## config.mk

```make
export PLATFORM = sky130hd
export DESIGN_NAME = daric_cfg_sequencer
export DESIGN_NICKNAME = d
export VERILOG_FILES = /design/src/rtl/daric_cfg_sequencer_pkg.sv /design/src/rtl/daric_cfg_sequencer.sv
export SDC_FILE = /design/constraint.sdc
export NUM_CORES = 1
export LEC_CHECK = 0
export ABC_AREA = 1
export CELL_PAD_IN_SITES_DETAIL_PLACEMENT = 1
export CELL_PAD_IN_SITES_GLOBAL_PLACEMENT = 1
export CORE_UTILIZATION = 25
export CTS_BUF_LIST = sky130_fd_sc_hd__clkbuf_8
export CTS_CLUSTER_DIAMETER = 100
export DETAILED_ROUTE_END_ITERATION = 16
export PLACE_DENSITY_LB_ADDON = 0.1
export SYNTH_ARGS = -nofsm -noshare
export SYNTH_HDL_FRONTEND = slang
export SYNTH_SLANG_ARGS = --single-unit
```

## constraint.sdc

```tcl
create_clock -name clk -period 4.6 [get_ports clk]
set_input_delay 0.92 -clock clk [delete_from_list [all_inputs] [get_ports clk]]
set_output_delay 0.92 -clock clk [all_outputs]
set_load 0.01 [all_outputs]
```

## src/rtl/daric_cfg_sequencer_pkg.sv

```systemverilog
// Shared definitions for the Daric configuration sequencer: state encoding,
// host_controller field layout and the phase-selection helper.
package daric_cfg_sequencer_pkg;

  typedef enum logic [2:0] {
    ST_IDLE     = 3'd0,
    ST_LOAD_SPM = 3'd1,
    ST_LOAD_PE  = 3'd2,
    ST_RUN      = 3'd3,
    ST_DONE     = 3'd4
  } seq_state_t;

  // host_controller = {run, init_SPM, init_PE_array[8:0], instruction[27:0]}
  localparam int H_C_W   = 39;
  localparam int RUN_BIT = 38;
  localparam int SPM_BIT = 37;
  localparam int PE_LSB  = 28;

  // First phase that still has work, in the fixed order SPM, PE, RUN.
  function automatic seq_state_t first_phase(input logic spm_nz,
                                             input logic pe_nz,
                                             input logic run_nz);
    if (spm_nz)      return ST_LOAD_SPM;
    else if (pe_nz)  return ST_LOAD_PE;
    else if (run_nz) return ST_RUN;
    else             return ST_DONE;
  endfunction

endpackage

```

## src/rtl/daric_cfg_sequencer.sv

```systemverilog
// Daric host-side configuration/run sequencer. Streams instruction words into
// the SPM and then each PE-array init lane, then holds run high for a timed
// window. Optional macro DARIC_CFG_SEQ_ABORT_EN adds an abort input and a
// sticky aborted flag.
module daric_cfg_sequencer
  import daric_cfg_sequencer_pkg::*;
#(
  parameter int INST_W   = 28,
  parameter int PE_LANES = 9,
  parameter int CNT_W    = 8,
  parameter int RUN_W    = 16
) (
  input  logic                clk,
  input  logic                rst,
  input  logic                start,
  input  logic [CNT_W-1:0]    spm_words,
  input  logic [CNT_W-1:0]    pe_words,
  input  logic [RUN_W-1:0]    run_cycles,
  input  logic                inst_valid,
  input  logic [INST_W-1:0]   inst_data,
  output logic                inst_ready,
  output logic [INST_W+10:0]  host_controller,
  output logic                busy,
`ifdef DARIC_CFG_SEQ_ABORT_EN
  input  logic                abort,
  output logic                aborted,
`endif
  output logic                done
);

  localparam int LANE_W = (PE_LANES > 1) ? $clog2(PE_LANES) : 1;
  localparam logic [LANE_W-1:0] LAST_LANE = LANE_W'(PE_LANES - 1);

  seq_state_t state_q, state_d;

  logic [CNT_W-1:0]    spm_len_q, pe_len_q, word_cnt_q;
  logic [RUN_W-1:0]    run_len_q, run_cnt_q;
  logic [LANE_W-1:0]   lane_q;
  logic                run_q, spm_q;
  logic [PE_LANES-1:0] pe_q;
  logic [INST_W-1:0]   instr_q;
  logic [H_C_W-1:0]    hc;

  logic load_phase, xfer, abort_req;
  logic spm_last, pe_word_last, run_last;
  logic [PE_LANES-1:0] lane_oh;

  assign load_phase   = (state_q == ST_LOAD_SPM) || (state_q == ST_LOAD_PE);
  assign xfer         = inst_valid & load_phase;
  assign spm_last     = (word_cnt_q == spm_len_q - CNT_W'(1));
  assign pe_word_last = (word_cnt_q == pe_len_q - CNT_W'(1));
  assign run_last     = (run_cnt_q == run_len_q - RUN_W'(1));
  assign lane_oh      = PE_LANES'(1) << lane_q;

`ifdef DARIC_CFG_SEQ_ABORT_EN
  assign abort_req = abort & (state_q != ST_IDLE);
`else
  assign abort_req = 1'b0;
`endif

  // State register.
  always_ff @(posedge clk or negedge rst) begin
    if (!rst) state_q <= ST_IDLE;
    else      state_q <= state_d;
  end

  // Next-state and state-decoded handshake/status outputs.
  always_comb begin
    state_d    = state_q;
    inst_ready = load_phase;
    busy       = (state_q != ST_IDLE);
    done       = (state_q == ST_DONE);
    unique case (state_q)
      ST_IDLE:
        if (start)
          state_d = first_phase(spm_words != '0, pe_words != '0, run_cycles != '0);
      ST_LOAD_SPM:
        if (xfer && spm_last)
          state_d = first_phase(1'b0, pe_len_q != '0, run_len_q != '0);
      ST_LOAD_PE:
        if (xfer && pe_word_last && (lane_q == LAST_LANE))
          state_d = first_phase(1'b0, 1'b0, run_len_q != '0);
      ST_RUN:
        if (run_last) state_d = ST_DONE;
      ST_DONE:
        state_d = ST_IDLE;
      default:
        state_d = ST_IDLE;
    endcase
    if (abort_req) state_d = ST_IDLE;
  end

  // Latched counts and the word/lane/run counters.
  always_ff @(posedge clk or negedge rst) begin
    if (!rst) begin
      spm_len_q  <= '0;
      pe_len_q   <= '0;
      run_len_q  <= '0;
      word_cnt_q <= '0;
      lane_q     <= '0;
      run_cnt_q  <= '0;
    end else if (abort_req) begin
      word_cnt_q <= '0;
      lane_q     <= '0;
      run_cnt_q  <= '0;
    end else begin
      unique case (state_q)
        ST_IDLE:
          if (start) begin
            spm_len_q  <= spm_words;
            pe_len_q   <= pe_words;
            run_len_q  <= run_cycles;
            word_cnt_q <= '0;
            lane_q     <= '0;
            run_cnt_q  <= '0;
          end
        ST_LOAD_SPM:
          if (xfer) word_cnt_q <= spm_last ? '0 : word_cnt_q + CNT_W'(1);
        ST_LOAD_PE:
          if (xfer) begin
            if (pe_word_last) begin
              word_cnt_q <= '0;
              lane_q     <= (lane_q == LAST_LANE) ? '0 : lane_q + LANE_W'(1);
            end else begin
              word_cnt_q <= word_cnt_q + CNT_W'(1);
            end
          end
        ST_RUN:
          run_cnt_q <= run_last ? '0 : run_cnt_q + RUN_W'(1);
        default: ;
      endcase
    end
  end

  // Registered host_controller fields; init bits pulse for one cycle per word.
  always_ff @(posedge clk or negedge rst) begin
    if (!rst) begin
      run_q   <= 1'b0;
      spm_q   <= 1'b0;
      pe_q    <= '0;
      instr_q <= '0;
    end else begin
      run_q <= (state_d == ST_RUN);
      spm_q <= xfer && !abort_req && (state_q == ST_LOAD_SPM);
      pe_q  <= (xfer && !abort_req && (state_q == ST_LOAD_PE)) ? lane_oh : '0;
      if (xfer && !abort_req) instr_q <= inst_data;
    end
  end

`ifdef DARIC_CFG_SEQ_ABORT_EN
  // Sticky abort flag, cleared by the next accepted start.
  always_ff @(posedge clk or negedge rst) begin
    if (!rst)                              aborted <= 1'b0;
    else if (abort_req)                    aborted <= 1'b1;
    else if (state_q == ST_IDLE && start)  aborted <= 1'b0;
  end
`endif

  // Pack the fields into the top-level host_controller layout.
  always_comb begin
    hc                        = '0;
    hc[RUN_BIT]               = run_q;
    hc[SPM_BIT]               = spm_q;
    hc[PE_LSB +: PE_LANES]    = pe_q;
    hc[INST_W-1:0]            = instr_q;
  end

  assign host_controller = hc;

endmodule
```

Yosys cells after proc, flatten, opt, wreduce, memory -nomap -nowiden
Index checks and enable logic that the tools add are counted.

Flip-flop bits (word level): 102. Input bits: 64. Output and inout bits: 42.

Add/sub/neg operators: 6. Eq/ne operators: 13. Shifts and indexed selects: 1. Muxes and demuxes: 25. Bitwise logic cells: 1. Reduce and logical (&&, ||, !) cells: 20.

Operators by type and width (count): 2-to-1 mux 8 bit (5); 2-to-1 mux 16 bit (2); one-hot mux 16 bit (2 select lines) (1); nonzero test 16 bit (2); 2-to-1 mux 3 bit (9); one-hot mux 8 bit (3 select lines) (1); nonzero test 8 bit (3); adder 16 x 1 -> 16 bit, second input constant (1); == test 16 bit (1); == test 8 bit (2); 2-to-1 mux 4 bit (4); subtractor 16 x 1 -> 16 bit, second input constant (1); subtractor 8 x 1 -> 8 bit, second input constant (2); one-hot mux 3 bit (4 select lines) (1); == test 3 x 2 -> 1 bit, second input constant (3); 2-to-1 mux 9 bit (1); << shifter 1 x 4 -> 9 bit, first input constant (1); adder 8 x 1 -> 8 bit, second input constant (1); != test 2 bit, second input constant (4); one-hot mux 4 bit (2 select lines) (1); AND reduction 4 bit (2); nonzero test 3 bit (2); logical AND 1 bit (5); adder 4 x 1 -> 4 bit, second input constant (1); other kinds (8) (10).

Longest topological paths before layout
Depth in word-level cells: 8. Mapped depth: 17. Depth with buffers taken out: 17.

Worst setup path before layout
OpenSTA, ideal clock, no wires.

Path type: input port to flip-flop. Start point: input inst_valid. End point: register word_cnt_q[4]. Setup time: 0.114 ns. Arrival: 1.862 ns. Required time: 4.486 ns. Path slack: 2.625 ns. Stages: 10. Buffers on the path: 0. Cell sequence: inv_1 nand2_1 nand2_2 nor3_4 and2_4 nand3_2 xor2_1 clkinv_1 nand2_1 inv_1.

Cells in the longest elaborated chain, start to end: 3. Elaborated cells on any way between the ends: 4. Those cells by class: 2 x eq/ne; 1 x bitwise; 1 x reduce/logical.

RTL lines: from (decl) (RTL line daric_cfg_sequencer.sv:19) `input logic inst_valid,`; AND 1 bit * (RTL line daric_cfg_sequencer.sv:49) `assign xfer = inst_valid & load_phase;`; != test 2 bit (no source line); AND reduction 4 bit (no source line) *; to (signal assigned) (RTL line daric_cfg_sequencer.sv:118) `if (xfer) word_cnt_q <= spm_last ? '0 : word_cnt_q + CNT_W'(1);`; to (signal assigned) (RTL line daric_cfg_sequencer.sv:125) `word_cnt_q <= word_cnt_q + CNT_W'(1);`; to (decl) (RTL line daric_cfg_sequencer.sv:36) `logic [CNT_W-1:0] spm_len_q, pe_len_q, word_cnt_q;`.

Every way passes the cells marked *; elsewhere a longest branch is shown, timed or not. A chain may end at the register's enable or synchronous reset.

Worst setup path in the final report
Start point: register state_q[2]. End point: output inst_ready.

Cells in the longest elaborated chain, start to end: 2. Elaborated cells on any way between the ends: 3. Those cells by class: 2 x eq/ne; 1 x reduce/logical.

RTL lines: from (decl) (RTL line daric_cfg_sequencer.sv:34) `seq_state_t state_q, state_d;`; from (signal assigned) (RTL line daric_cfg_sequencer.sv:64) `else state_q <= state_d;`; == test 3 x 1 -> 1 bit / == test 3 x 2 -> 1 bit (equally long branches) (RTL line daric_cfg_sequencer.sv:48) `assign load_phase = (state_q == ST_LOAD_SPM) || (state_q == ST_LOAD_PE);`; logical OR 1 bit * (RTL line daric_cfg_sequencer.sv:48); to (decl) (RTL line daric_cfg_sequencer.sv:21) `output logic inst_ready,`.

Marked as above.

==> flow_results.org <==
** Layout
- Layout cell share with drive strength beyond 1 :: 9.86%
- Compared with the post-synthesis result, the final layout area differs by 26.9%.
- The top cell types in the final layout, fill and taps aside, are nand2_1, inv_1, clkdlybuf4s50_1.
- The number of antenna diodes in the final layout is 0.
- The final layout contains 902 nets.
- Most common cell after layout, fill and taps aside :: nand2_1

** Run
- Max-cap violations in this run came to 0.

** STA
- Worst slew margin relative to its limit :: 51.1%
- Period utilisation layout :: 65.9%
- # setup viols final :: 0
- Setup repair after global routing left no endpoint under its margin.
- Clock skew :: 0.0262 ns
- Final hold violation count :: 0
- Aggregate negative setup slack :: 0 ns
- At the pin with the least slew margin, the transition time is 0.731 ns.
- Highest clock rate :: 0.330 GHz
- For the finished layout, the period the worst path requires is 3.03 ns.
- Final max-slew violation count :: 0
- Across all hold checks on the routed design, the worst slack comes to 0.435 ns.

** Synth
- The synthesized netlist occupies a cell area of 5840 um^2.
- After synthesis, flip-flops and latches occupy 43.7% of the total area.
- Yosys printed 0 warnings.
- Counting every net in the synthesized netlist gives 798.
- The synthesized netlist contains 39 unique library cells.
- The synthesized design contains 102 register bits.
- Per-instance average area after synthesis :: 8.08 um^2
- Synthesis produced 723 cells.

** Power and ir drop
- Pwr/cell area :: 533 nW/um^2
- The worst-case IR drop observed on VDD is 0.000145 V.
- Summing internal, switching and leakage power gives 3950 uW.
- Total leakage power :: 0.00341 uW

** Setup path
- FF-to-FF End :: run_cnt_q[5]$_DFFE_PN0P_
- The startpoint identified for the worst register-to-register timing path is state_q[2]$_DFF_PN0_.
- Worst Path Max Fanout :: 8
- Critical path required time :: 3.68 ns
- The cell family contributing the most delay on the critical path is buffers and inverters.
- Crit Path Category :: flop to output pin
- The worst setup path is launched from a flop.
- Reg-to-reg slack, setup :: 2.08 ns
- The slowest stage of the critical path is the clkdlybuf4s50_1 cell.
- Crit path capture type :: output pin
- Cell chain of the critical path :: nor3_4 > inv_2 > nand2_2 > clkdlybuf4s50_1
- In this design, the stage delay of the slowest critical-path cell is 0.54 ns.
- Measured in cells, the most critical reg-to-reg path has a length of 7.
- Buffers plus inverters on the worst setup path :: 2
- For the worst setup path, the data arrival time is 2.11 ns.

** Detailed routing
- For this block, the routed nets add up to 17000 um of wire.
- In this run the remaining antenna-violating nets after routing total 0.
- For this block, the initial DRC count from the detailed router was 153.
- After detailed routing, the number of remaining DRC violations is 0.
- Summing over every cut layer, the via total after detailed routing is 5018.
- First-pass detailed-route iteration total :: 4
- DR vias/cell :: 4.38
- In the final routed layout, each cell accounts on average for 14.8 um.

** Global route
- The via count of the first global-routing pass came to 5378.
- GRT Resource Usage Total :: 15.0%
- Largest net degree at the start of global routing :: 40
- The first global-routing pass estimated 28200 um of wire.
- Initial antenna violation count :: 0
- Total gr overflow :: 0

** Min path
- In this run the worst hold path is classified as input port to async pin.

** Die
- Vertical die dimension :: 155 um
- The floorplan step set the die width to 155 um.
- The die covers 24000 um^2.
- Core area :: 22800 um^2
- Site Rows :: 55
- For this configuration, the core starts out at a cell density of 25.7%.
- 106 I/O pins were placed.

** Clock tree
- Total clock sinks :: 102
- Once the clock tree was built, the resizer swapped 0 gates to a different size.
- Buffers inserted during clock tree synthesis total 9.
- H-tree depth reported by CTS :: 3
- In this run the clock root is driven by a clkbuf_8.
- TritonCTS built the clock tree.
- After clock tree synthesis, the clock-pin slew on the worst setup and hold paths is 0.12 ns.
- Post-CTS setup buffers :: 0
- Buffers inserted to repair hold after CTS numbered 0.
- Deepest clock path buffer count :: 2
- Clock latency on the worst-skew pair, taken at its later pin, is 0.41 ns.

** Place
- Number of buffers inserted by port buffering :: 105
- Detailed Place HPWL :: 13400 um
- At the end of routability-driven placement, the weighted congestion stood at 0.728.

** Run status
- The flow ran to the end, and the final reports show no timing, DRC or antenna violations.
final cells by class:
type / count / area (um^2)
clock inverters: 7 / 83.8
well taps: 313 / 392
multi-input cells: 495 / 2780
fillers: 2718 / 15400
inverters: 111 / 417
clock buffers: 9 / 124
flip-flops and latches: 102 / 2550
repair buffers: 108 / 1070
through the flow:
step	utilization (%)	instances	setup WS [ns]	area [um^2]
global placement	31.6	1129	1.73	7210
CTS	32.6	1145	1.53	7420
global route	32.6	1145	1.48	7420
detailed placement	31.6	1129	1.66	7210
finish	32.6	1145	1.57	7420
floorplan	-	723	2.62	5840
worst max-delay path by stage:
| stage | cells after the start | slack, ns | end | startpoint |
|---|---|---|---|---|
| 6_report | 4 | 1.57 | inst_ready | state_q[2]$_DFF_PN0_ |
| 3_5_place_dp | 8 | 1.66 | run_q$_DFF_PN0_ | inst_valid |
| 5_1_grt | 4 | 1.48 | inst_ready | state_q[2]$_DFF_PN0_ |
| 2_1_floorplan | 10 | 2.62 | word_cnt_q[4]$_DFFE_PN0P_ | inst_valid |
| 4_1_cts | 4 | 1.53 | inst_ready | state_q[2]$_DFF_PN0_ |
| 3_3_place_gp | 10 | 1.73 | run_q$_DFF_PN0_ | inst_valid |
report_power, final:
part / internal [uW] / switching, uW
logic: 831 / 1020
clock network: 220 / 395
registers: 1200 / 294
total: 2250 / 1710
logic make-up (layout without fill, tap and decap cells):
family	after synthesis	in the layout	synth area share (%)
buf+inv	126	235	8.80
flops	102	102	43.7
compound gates	64	64	5.85
fa+ha+maj	11	11	2.36
simple gates	346	346	26.8
xor+xnor	41	41	6.15
mux	33	33	6.36
cells in the mapped netlist:
master    count  share of area [%]
buf_2         2               0.17
a21oi_1      21                1.8
clkinv_1      1              0.064
nor4_1       11                1.2
nand2_1     168                 11
nand3_1      47                4.0
nor3_2        3               0.51
dfrtp_1     102                 44
buf_6         4               0.77
o22ai_1       4               0.43
and2_4        1               0.15
or2_2         4               0.43
clkbuf_2      1              0.086
nand2_2       7               0.75
buf_4         2               0.26
ha_1         11                2.4
nor2_2        5               0.54
inv_2         2               0.13
nand2b_1      1               0.11
o21ai_2       1               0.15
nor3_1        6               0.51
nor3_4        2               0.56
o21ai_0      35                3.0
xor2_1       32                4.8
o21bai_1      1               0.13
a21oi_2       1               0.15
nand2_4       2               0.39
clkbuf_1      6               0.39
inv_1       108                6.9
mux2_1        2               0.39
o21bai_2      1               0.19
nand3b_1      2               0.26
nor3b_1       1               0.13
nand3_2       1               0.17
nor2_4        1               0.19
mux2_2       31                6.0
xnor2_1       9                1.3
nand4_1      17                1.8
nor2_1       67                4.3
per-layer routing:
layer | vias up | GRT usage (%) | wire [um]
li1 | 2496 | - | -
met5 | - | 0 | 0
met2 | 77 | 24.1 | 7680
met1 | 2430 | 20.6 | 8550
met3 | 15 | 2.14 | 504
met4 | 0 | 4.90 | 225
registers in the layout (all words and copies together) (netlist names):
signal	flops
instr_q	28
run_len_q	16
run_q	1
word_cnt_q	8
lane_q	4
state_q	3
pe_q	9
run_cnt_q	16
spm_q	1
pe_len_q	8
spm_len_q	8
Power figures use the tool's default switching activity.
